File: config.mk
export PLATFORM = sky130hd
export DESIGN_NAME = moore_seq_generator
export DESIGN_NICKNAME = d
export VERILOG_FILES = /design/src/rtl/moore_seq_generator.sv
export SDC_FILE = /design/constraint.sdc
export NUM_CORES = 1
export LEC_CHECK = 0
export ABC_AREA = 1
export CAP_MARGIN = 20
export CORE_MARGIN = 2
export CORE_UTILIZATION = 51
export DETAILED_ROUTE_END_ITERATION = 6
export HOLD_SLACK_MARGIN = 0.15
export PLACE_DENSITY = 0.75
export SETUP_SLACK_MARGIN = 0.05
export SLEW_MARGIN = 20
export SYNTH_ARGS = -nofsm -noshare
export SYNTH_HDL_FRONTEND = slang
export SYNTH_SLANG_ARGS = --single-unit
export TNS_END_PERCENT = 10
File: constraint.sdc
create_clock -name clk -period 1.8 [get_ports clk]
set_input_delay 0.36 -clock clk [delete_from_list [all_inputs] [get_ports clk]]
set_output_delay 0.36 -clock clk [all_outputs]
set_load 0.05 [all_outputs]
File: src/rtl/moore_seq_generator.sv
// rtl/moore_seq_generator.sv - Serial 12-bit pattern transmitter feeding the Moore sequence detector
//
// Purpose:
//   On a start request, sends PATTERN MSB-first one bit per clock, repeated
//   an effective N times (repeat_count 0 counts as 1). Consecutive frames are
//   separated by one idle-high gap cycle, and a one-cycle done pulse follows
//   the last bit of the last frame. Every output is a flop.
//
// Ports:
//   clk           in   system clock, rising edge
//   rst_n         in   asynchronous reset, ACTIVE-HIGH (asserted = 1)
//   start         in   transfer request, honoured only in IDLE
//   repeat_count  in   frames to send, captured together with start
//   abort         in   cancels a transfer in SEND or GAP
//   serial_out    out  serial data, idles at 1
//   out_valid     out  serial_out carries a pattern bit
//   busy          out  high in SEND, GAP and DONE
//   done          out  one-cycle pulse after the final bit
//   bit_index     out  index of the bit on serial_out (0 = MSB), 0 outside SEND

module moore_seq_generator #(
    parameter int                  PATTERN_W = 12,
    parameter logic [PATTERN_W-1:0] PATTERN  = 12'b011100011011,
    parameter int                  REPEAT_W  = 4,
    parameter int                  IDX_W     = 4
) (
    input  logic                clk,
    input  logic                rst_n,
    input  logic                start,
    input  logic [REPEAT_W-1:0] repeat_count,
    input  logic                abort,
    output logic                serial_out,
    output logic                out_valid,
    output logic                busy,
    output logic                done,
    output logic [IDX_W-1:0]    bit_index
);

    typedef enum logic [1:0] {
        S_IDLE = 2'd0,
        S_SEND = 2'd1,
        S_GAP  = 2'd2,
        S_DONE = 2'd3
    } state_t;

    localparam logic [IDX_W-1:0]    LAST_IDX = IDX_W'(PATTERN_W - 1);
    localparam logic [REPEAT_W-1:0] ONE_REP  = REPEAT_W'(1);

    state_t              state_q, state_d;
    logic [IDX_W-1:0]    idx_q, idx_d;
    logic [REPEAT_W-1:0] reps_q, reps_d;
    logic                serial_out_q, serial_out_d;
    logic                out_valid_q, out_valid_d;
    logic                busy_q, busy_d;
    logic                done_q, done_d;
    logic [IDX_W-1:0]    bit_index_q, bit_index_d;
    logic [IDX_W-1:0]    bit_sel;

    always_comb begin
        state_d = state_q;
        idx_d   = idx_q;
        reps_d  = reps_q;

        case (state_q)
            S_IDLE: begin
                if (start && !abort) begin
                    reps_d  = (repeat_count == '0) ? ONE_REP : repeat_count;
                    idx_d   = '0;
                    state_d = S_SEND;
                end
            end
            S_SEND: begin
                if (abort) begin
                    idx_d   = '0;
                    reps_d  = '0;
                    state_d = S_IDLE;
                end else if (idx_q == LAST_IDX) begin
                    idx_d = '0;
                    // reps counts frames still to send including this one,
                    // so it bottoms out at 1 and never wraps.
                    if (reps_q > ONE_REP) begin
                        reps_d  = reps_q - ONE_REP;
                        state_d = S_GAP;
                    end else begin
                        state_d = S_DONE;
                    end
                end else begin
                    idx_d = idx_q + IDX_W'(1);
                end
            end
            S_GAP: begin
                idx_d = '0;
                if (abort) begin
                    reps_d  = '0;
                    state_d = S_IDLE;
                end else begin
                    state_d = S_SEND;
                end
            end
            S_DONE: begin
                reps_d  = '0;
                state_d = S_IDLE;
            end
            default: begin
                idx_d   = '0;
                reps_d  = '0;
                state_d = S_IDLE;
            end
        endcase

        // Outputs are decoded from the next state so that the flops present
        // the bit for a cycle in the same cycle the FSM is in that state.
        bit_sel      = LAST_IDX - idx_d;
        serial_out_d = (state_d == S_SEND) ? PATTERN[bit_sel] : 1'b1;
        out_valid_d  = (state_d == S_SEND);
        busy_d       = (state_d != S_IDLE);
        done_d       = (state_d == S_DONE);
        bit_index_d  = (state_d == S_SEND) ? idx_d : '0;
    end

    always_ff @(posedge clk or posedge rst_n) begin
        if (rst_n) begin
            state_q      <= S_IDLE;
            idx_q        <= '0;
            reps_q       <= '0;
            serial_out_q <= 1'b1;
            out_valid_q  <= 1'b0;
            busy_q       <= 1'b0;
            done_q       <= 1'b0;
            bit_index_q  <= '0;
        end else begin
            state_q      <= state_d;
            idx_q        <= idx_d;
            reps_q       <= reps_d;
            serial_out_q <= serial_out_d;
            out_valid_q  <= out_valid_d;
            busy_q       <= busy_d;
            done_q       <= done_d;
            bit_index_q  <= bit_index_d;
        end
    end

    assign serial_out = serial_out_q;
    assign out_valid  = out_valid_q;
    assign busy       = busy_q;
    assign done       = done_q;
    assign bit_index  = bit_index_q;

endmodule

---- Word level (Yosys, flattened, before mapping) ----
Memories as Yosys holds them, arrays and structs flattened.
Index checks and enable logic that the tools add are counted.
W data, S select, Z words.
storage, ports and cells
  flip-flop bits (word level) ............. 18
  bits in read-only memories .............. 16
  bits of input ports ..................... 8
  output and inout bits ................... 8
  logic and storage cells ................. 50
  memories kept ........................... 1
memory list
  memory            words  bits a word  rd ports  clocked after Yosys merged registers in  write ports  line  RTL
  (name not given)  16     1            1         0                                        0            114   serial_out_d = (state_d == S_SEND) ? PATTERN[bit_sel] : 1'b1;
cells by class
  $add $sub $neg .......................... 3
  $lt $le $gt $ge ......................... 2
  equal/unequal tests ..................... 10
  muxes and demuxes ....................... 20
  reductions and logical operators ........ 6
operators with widths
  operator               count
  $mux W4                10
  $pmux W4 S4            1
  $pmux W4 S3            1
  $pmux W2 S4            1
  $eq A2 B2 Y1 const B   3
  $mux W2                3
  $ne A3 B3 Y1 const B   2
  $lt A4 B5 Y1 const B   1
  $add A4 B1 Y4 const B  1
  $eq A2 B1 Y1 const B   2
  $eq A4 B4 Y1 const B   1
  $gt A4 B1 Y1 const B   1
  $logic_not A4 Y1       1
  $mux W1                4
  $ne A2 B2 Y1 const B   2
  $reduce_and A4 Y1      1
  $sub A4 B1 Y4 const B  1
  $sub A4 B4 Y4 const A  1
  $logic_not A2 Y1       1
  $reduce_bool A2 Y1     1
  $logic_and A1 B1 Y1    1
  $logic_not A1 Y1       1

---- Longest topological paths before layout ----
  word-level depth ........................ 8
  depth in mapped cells ................... 10
  gate-level depth less buffers ........... 10

---- Worst setup path after synthesis ----
OpenSTA, ideal clock, no wires.
  path kind ............................... register to register
  start ................................... register idx_q[0]
  end ..................................... register reps_q[3]
  setup time .............................. 0.077 ns
  arrival time ............................ 1.270 ns
  required time ........................... 1.723 ns
  slack ................................... 0.454 ns
  stages on the path, launching flop included .. 8
  buffers on the path ..................... 0
  clock period less this slack ............ 1.346 ns
  cells stage by stage .................... dfrtp_1 > ha_1 > nand3_1 > nand2_2 > nand3_1 > nor2_2 > nand2_1 > o21ai_1
between the ends
  cells in the longest elaborated chain, start to end .. 3
ends and longest elaborated chain
  item                         line  RTL
  start, declared              50    logic [IDX_W-1:0] idx_q, idx_d;
  start signal, assigned       133   idx_q <= idx_d;
  $eq A4 B4 Y1                 77    end else if (idx_q == LAST_IDX) begin
  $ne A3 B3 Y1 (no line)       --
  $reduce_and A4 Y1 (no line)  --
  end signal, assigned         134   reps_q <= reps_d;
  end, declared                51    logic [REPEAT_W-1:0] reps_q, reps_d;
No other way between the ends.
A chain may end at the register's enable or synchronous reset.

---- Worst setup path after layout ----
  start ................................... register idx_q[0]
  end ..................................... register reps_q[2]
The elaborated chain is that of the path after synthesis.

==> metrics <==
initial antenna violation count=0; ratio of cells with drive above 1 in the final layout=0.236; Num CTS Buffers=3; width of the die=47.5 um; Critical Path AT=between 1.5 and 2 ns; placed wire-length estimate after detailed placement=between 1.5 and 2 mm; Skew-Pair Late Insertion Delay=between 0.2 and 0.3 ns; status=completed; area of the mapped netlist=roughly 970 um2; ANT cells=0; kind of start point of the critical path=flop; setup repair after global routing missed its margin=false; initial drt markers=11; hold-fix buffers at CTS=0; maximum level of the CTS H-tree=1; Final Core Density=0.672; mean cell area of the mapped netlist=roughly 8 um2; CTS root buffer=sky130_fd_sc_hd__clkbuf_4; post-synthesis cell type with the largest combined area=sky130_fd_sc_hd__dfrtp_1; power density over cell area=1440 nW/um2; starting density of the core=0.548; total of buffers placed on input and output ports=15; cells after synthesis=121; Post-CTS Setup Repair Bufs=0; number of rows created at floorplan=15; max-slew violation count=0; number of gates resized after CTS=0; Vert. Die Dim=between 40 and 50 um; most used cell along the critical path=sky130_fd_sc_hd__nand3_1; slew at the pin closest to its max-slew limit=between 0.3 and 0.4 ns; worst hold margin=between 0.3 and 0.4 ns; global-route wire length before repair=about 3.4 mm; Yosys cell types=20; nets@finish=~160; proportion of netlist area held by the largest area contributor=0.440; Max Clock Skew=0.00467 ns; commonest non-fill, non-tap cell in the layout=sky130_fd_sc_hd__nand2_1; number of top-level pins=16; top fanout value on the critical path=8; final weighted congestion in routability-driven placement=0.769; vias per std cell=4.96; CP Data Required Time=between 2 and 2.5 ns; Clock Path Buffers=2; via count=838; commonest cells after routing, fill and taps aside=sky130_fd_sc_hd__nand2_1, sky130_fd_sc_hd__inv_1, sky130_fd_sc_hd__dfrtp_1; CP max stage delay=0.45 ns; Min-Delay Path Class=in2async; # clock sinks=18; drt total wl=slightly below 2 mm; Die Area=~2300 um2; warnings from Yosys=0; maximum number of pins on one net before global-route repair=19; CORE AREA=roughly 1800 um2; normalized max-slew margin=0.798; Antenna Nets Post-Route=0; Detailed Routing Iterations Pass 1=4; maxcap violations=0; IR drop worst, VDD=roughly 0.65 mV; standard cell with the maximum stage delay on the critical path=sky130_fd_sc_hd__dfrtp_1; flops & latches, synth=18; vias in the first global route=834; Final period util=0.878; cells taking the most area after synthesis=sky130_fd_sc_hd__dfrtp_1, sky130_fd_sc_hd__nand2_1, sky130_fd_sc_hd__inv_1, sky130_fd_sc_hd__nand2_2, sky130_fd_sc_hd__nand3_1; CP Capture Type=flop; total setup violations reported at the end of the flow=0; final critical path time including I/O delays and setup=between 1.5 and 2 ns; sequential-to-total area share from yosys stat=0.467; Fin. Hold Viols=0; reported leakage power=roughly 0.62 nW; Design Power=approximately 1.7 mW; syn_nets=132; drc violations=0; synthesis-to-finish area growth=22.5%; global-route usage over all layers=0.213; Critical path buffers and inverters=0; CTS tree=built; Largest delay share family, worst path=simple AND/OR/NAND/NOR gates; type of the setup path with the least slack=reg2reg; grt total ovfl=0; top achievable clock speed=about 0.63 GHz; CP cell instances=ha_1 > nand3_1 > nand2_2 > nand3_1 > nor2_2 > nand2_1 > o21ai_1; detailed-route wire length per cell=between 10 and 15 um; Worst-path clk slew=approximately 0.10 ns
[cells in the mapped netlist (all sizes together)]
cell    n
nor2   15
a21oi   2
inv    21
nand3  13
o22ai   2
xnor2   1
nand2  34
dfstp   1
o31ai   1
o21ai   5
dfrtp  17
ha      3
nand4   3
nor3    3
[routing by layer]
layer  vias to the layer above  global-route usage  share of wire
li1                        431                   -              -
met5                         -                   0              0
met3                         4              0.0679          0.043
met1                       387               0.246           0.44
met4                         0              0.0541         0.0076
met2                        16               0.381           0.51
[worst paths after layout]
check | startpoint | to | slack, ns | cells after the start
setup / recovery | idx_q[0] | reps_q[2] | 0.22 | 7
hold / removal | rst_n | busy | 0.38 | 3
setup reg to reg | idx_q[0] | reps_q[2] | 0.22 | 7
hold reg to reg | reps_q[1] | reps_q[1] | 0.60 | 2
max in group asynchronous | rst_n | serial_out | 1.16 | 3
min in group clk | reps_q[1] | reps_q[1] | 0.60 | 2
[power by group]
group	leakage, nW	total, mW	switching, mW	internal, mW
Combinational	0.374	0.849	0.548	0.301
Clock	0.0150	0.206	0.120	0.0862
Sequential	0.235	0.649	0.118	0.531
[cell type report]
class                           count  area (um2)
Fill cell                         169         579
Multi-Input combinational cell     82         437
Clock buffer                        4        26.3
Timing Repair Buffer               19         160
Sequential cell                    18         452
Tap cell                           25        31.3
Inverter                           21        78.8
[worst reg2reg max path, delay by kind of cell, from the launching register on]
family / cells / cell delay [ns]
compound gates: 1 / 0.09
fa+ha+maj: 1 / 0.24
flops: 1 / 0.45
simple gates: 5 / 0.74
[per-stage QoR]
stage	instances	worst slack [ns]	area [um2]	setup TNS (ns)
after floorplan	121	0.454	967	0
after global placement	165	0.0580	1160	0
after detailed placement	165	-0.0112	1160	-0.0112
after CTS	169	0.206	1180	0
after global routing	169	0.0592	1180	0
final	169	0.220	1180	0
[kinds of logic (layout without fill, tap and decap cells)]
family                     Yosys count  count (layout)  synth area share
DFF                                 18              18             0.467
AOI/OAI and AO/OA                   10              10            0.0569
xor gates and xnor gates             1               1           0.00906
buffers and inverters               21              44            0.0815
and+or+nand+nor                     68              68             0.347
adders and majority gates            3               3            0.0388
[flip-flops by register name, indices dropped and copies added (netlist names)]
register,count
bit_index,4
busy,1
done,1
serial_out,1
idx_q,4
out_valid,1
state_q,2
reps_q,4
Power figures use the tool's default switching activity.
